**config.mk**
```make
export PLATFORM = sky130hd
export DESIGN_NAME = pipe_hazard_ctrl
export DESIGN_NICKNAME = d
export VERILOG_FILES = /design/src/rtl/pipe_hazard_ctrl.sv
export SDC_FILE = /design/constraint.sdc
export NUM_CORES = 1
export LEC_CHECK = 0
export ABC_AREA = 1
export BUFFER_PORTS_ARGS = -buffer_cell sky130_fd_sc_hd__buf_4
export CORE_AREA = 2 2 39 41
export DETAILED_ROUTE_END_ITERATION = 12
export DIE_AREA = 0 0 41 43
export MAX_ROUTING_LAYER = met4
export PLACE_DENSITY = 0.66
export SYNTH_ARGS = -nofsm -noshare
export SYNTH_HDL_FRONTEND = slang
export SYNTH_SLANG_ARGS = --single-unit
```
**constraint.sdc**
```tcl
create_clock -name clk -period 2.62 [get_ports clk]
set_clock_uncertainty 0.05 [all_clocks]
set_input_delay 0.524 -clock clk [delete_from_list [all_inputs] [get_ports clk]]
set_output_delay 0.524 -clock clk [all_outputs]
set_load 0.01 [all_outputs]
```
**src/rtl/pipe_hazard_ctrl.sv**
```systemverilog
`default_nettype none
// ============================================================================
// Module   : pipe_hazard_ctrl
// Purpose  : Pipeline stall/flush controller that resolves load-use hazards,
//            data-memory waits and taken-branch flushes.
// Option   : HAZARD_PERF_CNT_EN adds a saturating stall_cycles counter.
// Revision : 1.0 - initial release
// ============================================================================
module pipe_hazard_ctrl (
  input  logic       clk,
  input  logic       rst,
  input  logic [4:0] id_Rn,
  input  logic [4:0] id_Rm,
  input  logic       id_uses_Rn,
  input  logic       id_uses_Rm,
  input  logic       ex_MemRead,
  input  logic [4:0] ex_Rd,
  input  logic       br_taken,
  input  logic       mem_req,
  input  logic       mem_ack,
  output logic       pc_en,
  output logic       ifid_en,
  output logic       idex_en,
  output logic       exmem_en,
  output logic       memwb_en,
  output logic       ifid_flush,
  output logic       idex_flush,
  output logic       exmem_flush,
  output logic [1:0] state
`ifdef HAZARD_PERF_CNT_EN
  ,
  output logic [31:0] stall_cycles
`endif
);

  localparam logic [1:0] S_RUN      = 2'b00;
  localparam logic [1:0] S_LU_STALL = 2'b01;
  localparam logic [1:0] S_MEM_WAIT = 2'b10;
  localparam logic [1:0] S_FLUSH    = 2'b11;

  logic [1:0] state_q, state_d;
  logic [4:0] ctrl_en;   // {pc, ifid, idex, exmem, memwb}
  logic [2:0] ctrl_fl;   // {ifid, idex, exmem}
  logic       memwait;
  logic       load_use;

  assign memwait  = mem_req & ~mem_ack;
  // XZR is hard-wired zero, so a load targeting it can never feed a consumer.
  assign load_use = ex_MemRead & (ex_Rd != 5'd31) &
                    ((id_uses_Rn & (id_Rn == ex_Rd)) |
                     (id_uses_Rm & (id_Rm == ex_Rd)));

  always_comb begin
    state_d = S_RUN;
    ctrl_en = 5'b11111;
    ctrl_fl = 3'b000;
    case (state_q)
      S_RUN: begin
        if (memwait) begin
          ctrl_en = 5'b00000;
          state_d = S_MEM_WAIT;
        end else if (br_taken) begin
          ctrl_fl = 3'b111;
          state_d = S_FLUSH;
        end else if (load_use) begin
          ctrl_en = 5'b00111;
          ctrl_fl = 3'b010;
          state_d = S_LU_STALL;
        end
      end
      S_MEM_WAIT: begin
        if (!mem_ack) begin
          ctrl_en = 5'b00000;
          state_d = S_MEM_WAIT;
        end
      end
      default: begin
        // One-cycle shadow after a bubble: only a memory wait matters here.
        if (memwait) begin
          ctrl_en = 5'b00000;
          state_d = S_MEM_WAIT;
        end
      end
    endcase
  end

  always_ff @(posedge clk or posedge rst) begin
    if (rst) state_q <= S_RUN;
    else     state_q <= state_d;
  end

  assign state       = state_q;
  assign pc_en       = ~rst & ctrl_en[4];
  assign ifid_en     = ~rst & ctrl_en[3];
  assign idex_en     = ~rst & ctrl_en[2];
  assign exmem_en    = ~rst & ctrl_en[1];
  assign memwb_en    = ~rst & ctrl_en[0];
  assign ifid_flush  = rst | ctrl_fl[2];
  assign idex_flush  = rst | ctrl_fl[1];
  assign exmem_flush = rst | ctrl_fl[0];

`ifdef HAZARD_PERF_CNT_EN
  logic [31:0] stall_cycles_q, stall_cycles_d;

  always_comb begin
    stall_cycles_d = stall_cycles_q;
    if (!pc_en && (stall_cycles_q != 32'hFFFF_FFFF))
      stall_cycles_d = stall_cycles_q + 32'd1;
  end

  always_ff @(posedge clk or posedge rst) begin
    if (rst) stall_cycles_q <= 32'd0;
    else     stall_cycles_q <= stall_cycles_d;
  end

  assign stall_cycles = stall_cycles_q;
`endif

endmodule
`default_nettype wire

```
-- After elaboration in Yosys (flattened, before gate mapping)
Cells that the tools add are included.
- equal/unequal tests: 4
- multiplexer cells: 16
- bitwise logic cells: 16
- reduce and logical (&&, ||, !) cells: 1
- operators by type and width (kind ; number):
    $mux 5 ; 5
    $and 1x1->1 ; 10
    $eq 5x5->1 ; 2
    $mux 2 ; 5
    $pmux 5 s2 ; 1
    $mux 3 ; 3
    $ne 5x5->1 const B ; 1
    $or 1x1->1 ; 4
    $pmux 2 s2 ; 1
    $eq 2x2->1 const B ; 1
    $logic_not 2->1 ; 1
    $not 1->1 ; 2
    $mux 1 ; 1
- flip-flop bits (word level): 2
- output and inout bits: 10
- word-level logic and storage cells: 38

-- Logic depth before layout (Yosys ltp)
Gate-level depths: netlist of the first run.
- word-level depth: 9
- depth in mapped cells: 10

-- Worst setup path after synthesis of the first run
OpenSTA, ideal clock, no wires.
- kind: in2out
- start: input port ex_Rd[2]
- end: output port pc_en
- arrival: 1.288 ns
- setup slack: 0.758 ns
- cell stages on the path: 10
- path buffers: 1
- path through: inv_1 nand2_1 nand2_1 nor2_1 nand3_1 nand2_1 nand2_2 nand2_1 a21oi_2 buf_4
- cells in the longest elaborated chain, start to end: 9
- RTL lines (element ; RTL line ; RTL):
    start, declared ; 17 ; input logic [4:0] ex_Rd,
    $eq 5x5->1, on equally long branches ; 50, 51 ;
    $and 1x1->1, on equally long branches ; 50, 51 ;
    $or 1x1->1 ; 50 ; ((id_uses_Rn & (id_Rn == ex_Rd)) |
    $and 1x1->1 (*) ; 49 ; assign load_use = ex_MemRead & (ex_Rd != 5'd31) &
    $mux 5 (*) ; 65 ; end else if (load_use) begin
    $mux 5 (*) ; 62 ; end else if (br_taken) begin
    $mux 5 (*) ; 59 ; if (memwait) begin
    $pmux 5 s2 (*) ; 57 ; case (state_q)
    $and 1x1->1 (*) ; 93 ; assign pc_en = ~rst & ctrl_en[4];
    end, declared ; 21 ; output logic pc_en,
Mark *: on every way between the ends. The rest lies on a longest branch, timed or not.

-- Worst setup path in the final report of the first run
- start: register state_q[1] (netlist: state[1])
- end: output port ifid_en
- cells in the longest elaborated chain, start to end: 3
- RTL lines (element ; RTL line ; RTL):
    start, declared ; 41 ; logic [1:0] state_q, state_d;
    start signal, assigned ; 89 ; else state_q <= state_d;
    $eq 2x2->1 or $logic_not 2->1 (tied branches) ; 57 ;
    $pmux 5 s2 (*) ; 57 ;
    $and 1x1->1 (*) ; 94 ; assign ifid_en = ~rst & ctrl_en[3];
    end, declared ; 22 ; output logic ifid_en,
Marks and branches as above.

==> results.yml, run 1 <==
routing:
  wl_um: 1011
  drt_iter0_drc: 11
  dr.pass1.iters: 4
  routedWlPerCell_um: 7.837
  antenna_left: 0
  drc_errors: 0
  routed_via_density: 4.023
  via_count: 519
placed_design:
  io_buffer_count: 32
  place_inst: 126
  dpl_cell_area_um2: 648.1
  place_congestion: 0.7744
  hpwl_um: 893.6
final_layout:
  area_delta_synth_final_pct: 60.48
  multi_input_area_um2: 270.3
  final_util_pct: 48.46
  n_fill_cell: 155
  layout-drive-gt1-share_pct: 39.82
  layout.cells.non_filler: 129
  largest_reg_flops: 2
  seqCellArea_um2: 50.05
  antennaDiodeCount: 0
  final_cell_area_um2: 670.6
  nNetsFinal: 138
sta:
  slew_violations: 0
  setup_tns_ns: 0
  rsz0062_at_grt: "no"
  max_slew_margin_pct: 77.81
  worst_pin_slew_ns: 0.3304
  max_freq_ghz: 0.4944
  finalCritPeriodShare_pct: 77.20
  setup_violations: 0
  finalCriticalPeriod_ns: 2.023
  hold_viol: 0
power:
  seq_power_share_pct: 16.6
  p_leak_uw: 0.0004335
  p_sw_share_pct: 35.15
  ir_drop_mv: 0.3039
  pwr-share-comb_pct: 54.9
  power_frac_clock_pct: 28.4
  p_per_area_nw_per_um2: 357.6
  power.switching_uw: 84.29
  p_int_uw: 155.5
critical_path:
  crit_type: "reg2out"
  worst-path-max-fanout: 4
  startpoint_type: "register"
  crit_required_ns: 2.05
  cp-end-kind: "output pin"
  arrival_ns: 1.45
clocking:
  clock-sinks: 2
  post_cts_buffers: 0
  clk_latency_ns: 0.23
  cts-resized-gates: 0
  clockBufferDepth: 2
  path_clk_slew_ns: 0.03
  cts_root_buf: "clkbuf_4"
  cts_tree: "done"
  ctsHoldBuffers: 0
  h-tree-depth: 1
  numCtsBuffers: 3
yosys:
  async_reset_ff_share_pct: 100.0
  synth_edf_count: 0
  synth_area_um2: 417.9
  yosysTopAreaCell: "nand2_1"
  synth_top_area_share_pct: 29.64
  syn_nets: 105
  ys_seq_area_share_pct: 11.98
  synth.most_common_cell: "nand2_1"
  ys_ff_latch: 2
  synth_area_leaders: "nand2_1, inv_1, dfrtp_1"
  ys_top_cells_by_count: "nand2_1, inv_1, nor2_1"
  ys_types: 20
  yosys_most_used_dff: "dfrtp_1"
  syn_inst: 82
  synth_area_per_cell_um2: 5.096
  ys_warn_count: 0
floorplan:
  die_w_um: 41
  fp-row-count: 14
  coreArea_um2: 1384
  die_height_um: 43
  die_area_um2: 1763
  ioPinCount: 33
  start_util_pct: 30.20
status:
  status: "finished, final reports clean"
global_routing:
  grt_max_degree: 6
  grt_first_pass_wirelength_um: 1538
  grt_usage_pct: 12.55
  grt-ovfl-total: 0
  antenna_found_initial: 0
  grt_pass1_vias: 413
min_path:
  holdCritPathClass: "in2async"
run:
  drv_cap: 0
[placed cells by master, fill, tap and decap left out, drive strengths merged]
cell    synthesis  routed
nor3b           1       1
buf             4      32
nand2          36      36
nor3            1       1
a21oi           2       2
inv            18      18
nor2           10      10
o21a            1       1
o21bai          1       1
or2             1       1
clkbuf          0       3
nand3           2       2
a211o           1       1
dfrtp           2       2
nand4           1       1
o21ai           1       1
[layer usage]
metal	up-vias	track usage [%]	part of all wire, %
met2	14	21.25	51
met5	-	-	0
met4	0	4.000	0
li1	299	-	-
met3	0	1.571	5.0
met1	206	14.47	44
[metrics by stage]
step / hold WS [ns] / total power [uW] / worst slack (ns)
2_1_floorplan: 0.2318 / 116.6 / 0.7578
3_3_place_gp: 0.3752 / 171.7 / 0.6286
3_5_place_dp: 0.3687 / 172.9 / 0.6171
4_1_cts: 0.1274 / 245.6 / 0.5905
5_1_grt: 0.1449 / 260.6 / 0.4926
6_report: 0.1326 / 239.8 / 0.5973
[worst max-delay path, cell delays in order (launching register included)]
cell and delay, ns:
dfrtp_1 0.39, or2_4 0.27, nor2_4 0.10, nand2_2 0.07, nand2_2 0.06, inv_2 0.03
a21oi_2 0.15, buf_4 0.14
[logic make-up (layout without fill, tap and decap cells)]
group	after synthesis	count (layout)	share of synthesized area, %
compound gates	6	6	10.18
buf+inv	22	53	23.35
flops	2	2	11.98
simple gates	52	52	54.49
[layout make-up]
cell class                 count  share of cell area (%)
clock buffer                   3                   3.358
inverter                      18                   10.07
tap                           16                   2.985
multi-input combinational     58                   40.30
sequential                     2                   7.463
timing repair buffer          32                   35.82
[power by group through the flow]
stage / Combinational (uW) / Clock, uW / Sequential, uW
finish: 132 / 68.2 / 39.9
detailed placement: 133 / 0 / 40.2
floorplan: 74.6 / 0 / 42.0
CTS: 133 / 72.6 / 39.8
global placement: 131 / 0 / 40.3
global route: 146 / 73.5 / 41.1
[path summary, 6_finish.rpt]
kind / slack (ns) / to / cells past startpoint / start
setup / recovery: 0.60 / ifid_en / 7 / state[1]
hold / removal: 0.13 / state[1] / 2 / rst
setup reg to reg: 1.53 / state[0] / 4 / state[1]
hold reg to reg: 0.68 / state[0] / 4 / state[1]
max in group asynchronous: 2.24 / state[0] / 2 / rst
min in group clk: 0.50 / state[1] / 2 / br_taken
No activity file was read; power rests on OpenSTA's default activity.
==> run 2, diff against run 1 <==
--- a/config.mk
+++ b/config.mk
@@ -5,13 +5,12 @@
 export SDC_FILE = /design/constraint.sdc
 export NUM_CORES = 1
 export LEC_CHECK = 0
-export ABC_AREA = 1
+export ABC_AREA = 0
 export BUFFER_PORTS_ARGS = -buffer_cell sky130_fd_sc_hd__buf_4
 export CORE_AREA = 2 2 39 41
 export DETAILED_ROUTE_END_ITERATION = 12
 export DIE_AREA = 0 0 41 43
 export MAX_ROUTING_LAYER = met4
-export PLACE_DENSITY = 0.66
 export SYNTH_ARGS = -nofsm -noshare
 export SYNTH_HDL_FRONTEND = slang
 export SYNTH_SLANG_ARGS = --single-unit
==> constraint.sdc (replaced) <==
create_clock -name clk -period 1.92 [get_ports clk]
set_clock_uncertainty 0.05 [all_clocks]
set_input_delay 0.384 -clock clk [delete_from_list [all_inputs] [get_ports clk]]
set_output_delay 0.384 -clock clk [all_outputs]
set_load 0.01 [all_outputs]
==> run 2 against run 1 <==
Net effect:
- area after synthesis down 27%
- critical path depth down 1
- wire length down 6.3%
- count of clock-buffer cells in the layout unchanged
- sequential share of layout area up 0.60 points
- register-to-register slack worse by 0.73 ns
- worst hold slack better by 0.22 ns
- first-iteration DRC count down 55%
- worst setup slack worse by 0.62 ns
- final cell count down 31%
- the flow now finishes with violations (negative setup slack)
- cell area down 7.5%
==> results.yml, run 2 <==
status:
  status: "finished, violations left"
  violations: "negative setup slack"
yosys:
  ys_ff_latch: 2
  synth_top_area_share_pct: 22.95
  synth_area_um2: 305.3
  ys_seq_area_share_pct: 16.39
  yosysTopAreaCell: "xor2_1"
  async_reset_ff_share_pct: 100.0
  yosys_most_used_dff: "dfrtp_1"
  synth_area_per_cell_um2: 8.034
  ys_warn_count: 0
  ys_types: 21
  syn_inst: 38
  synth.most_common_cell: "xor2_1"
  syn_nets: 61
  synth_edf_count: 0
  ys_top_cells_by_count: "xor2_1, buf_4"
  synth_area_leaders: "xor2_1, dfrtp_1, buf_4"
critical_path:
  reg2reg_slack_ns: 0.80
  worst-path-max-fanout: 2
  timing.rr.start: "state[1]"
  arrival_ns: 1.51
  crit_required_ns: 1.49
  cp-end-kind: "output pin"
  crit_type: "in2out"
  startpoint_type: "primary input"
  r2r_cells: 4
  r2r-end: "state[0]"
floorplan:
  die_w_um: 41
  die_area_um2: 1763
  die_height_um: 43
  start_util_pct: 22.06
  ioPinCount: 33
  fp-row-count: 14
  coreArea_um2: 1384
power:
  p_leak_uw: 0.0003121
  p_per_area_nw_per_um2: 466.0
  finalPower_uw: 289.2
  ir_drop_mv: 0.1764
min_path:
  holdCritPathClass: "in2reg"
  hold_depth: 2
  min_to: "state[1]"
  holdCritStartpoint: "br_taken"
final_layout:
  layout-drive-gt1-share_pct: 56.16
  antennaDiodeCount: 0
  multi_input_area_um2: 232.7
  n_fill_cell: 152
  area_delta_synth_final_pct: 103.3
  largest_reg_flops: 2
  nNetsFinal: 98
  layout.cells.non_filler: 89
  final_cell_mix: "buf_4, xor2_1, buf_6"
  seqCellArea_um2: 50.05
  final_common_cell: "buf_4"
global_routing:
  grt_first_pass_wirelength_um: 1442
  grt-ovfl-total: 0
  grt_usage_pct: 12.41
  grt_pass1_vias: 378
  grt_max_degree: 5
  antenna_found_initial: 0
routing:
  dr.pass1.iters: 2
  antenna_left: 0
  drc_errors: 0
  routedWlPerCell_um: 10.64
  drt_iter0_drc: 5
  via_count: 401
  wl_um: 947
  routed_via_density: 4.506
sta:
  setup_ws_ns: -0.02642
  finalCritPeriodShare_pct: 101.4
  slew_violations: 0
  hold_viol: 0
  setup_violations: 3
  max_slew_margin_pct: 83.58
  worst_pin_slew_ns: 0.2454
  rsz0062_at_grt: "yes"
  holdWs_ns: 0.3545
  setup_tns_ns: -0.03835
  finalCriticalPeriod_ns: 1.946
  max_freq_ghz: 0.5138
clocking:
  h-tree-depth: 1
  clk_latency_ns: 0.22
  numCtsBuffers: 3
  cts_tree: "done"
  clockBufferDepth: 2
  clock-sinks: 2
  cts_root_buf: "clkbuf_4"
  path_clk_slew_ns: 0.03
run:
  drv_cap: 0
placed_design:
  place_congestion: 0.7372
  dp_slack_ns: -0.1022
  place_inst: 84
  io_buffer_count: 32
  hpwl_um: 736.6
run 2: logic make-up (layout without fill, tap and decap cells):
group                  after synthesis  in the layout  share of synthesized area [%]
AO/OA/AOI/OAI                       11             11                          25.82
XOR/XNOR                            10             10                          28.69
buffers and inverters                6             41                          12.30
flip-flops                           2              2                          16.39
AND/OR/NAND/NOR                      9              9                          16.81
run 2: how the worst max path moves through the flow:
| stage | end | depth (start not counted) | slack, ns | start |
|---|---|---|---|---|
| after detailed placement | pc_en | 6 | -0.10 | ex_Rd[3] |
| after floorplan | pc_en | 5 | 0.07 | ex_Rd[3] |
| final | ifid_en | 6 | -0.03 | id_Rn[1] |
| after global placement | pc_en | 6 | -0.09 | ex_Rd[3] |
| after global routing | idex_flush | 7 | -0.09 | id_Rn[1] |
| after CTS | pc_en | 6 | -0.02 | id_Rn[1] |
run 2: cell type report:
cell class	instances	share of cell area, %
timing repair buffer	36	46.37
inverter	2	1.210
multi-input combinational	30	37.50
clock buffer	3	3.629
tap	16	3.226
sequential	2	8.065
run 2: through the flow:
stage	util [%]	instance area, um^2
after floorplan	-	305.3
after global placement	39.78	550.5
after detailed placement	39.78	550.5
after CTS	44.57	616.8
after global routing	44.85	620.6
final	44.85	620.6
run 2: worst max-delay path, cell delays in order:
cell     delay, ns
buf_6         0.10
xor2_2        0.16
nor4_2        0.27
a32oi_1       0.16
o31a_1        0.29
buf_4         0.15
run 2: timing repair:
action | in CTS | in global routing
pin swaps | 6 | 0
gates resized for setup | 5 | 1
setup buffers | 1 | 0
hold buffers | 1 | 0
endpoints found under the setup margin | 2 | 3
endpoints found under the hold margin | 2 | 0
run 2: layer usage:
metal	global-route usage [%]	wire length, um
met2	21.88	546
met1	11.15	297
met4	8.667	27
met3	1.571	76
met5	-	0
run 2: report_power, final:
part | switching, uW | internal (uW)
sequential | 4.86 | 47.4
clock | 24.7 | 69.0
combinational | 57.8 | 85.4
total | 87.3 | 202
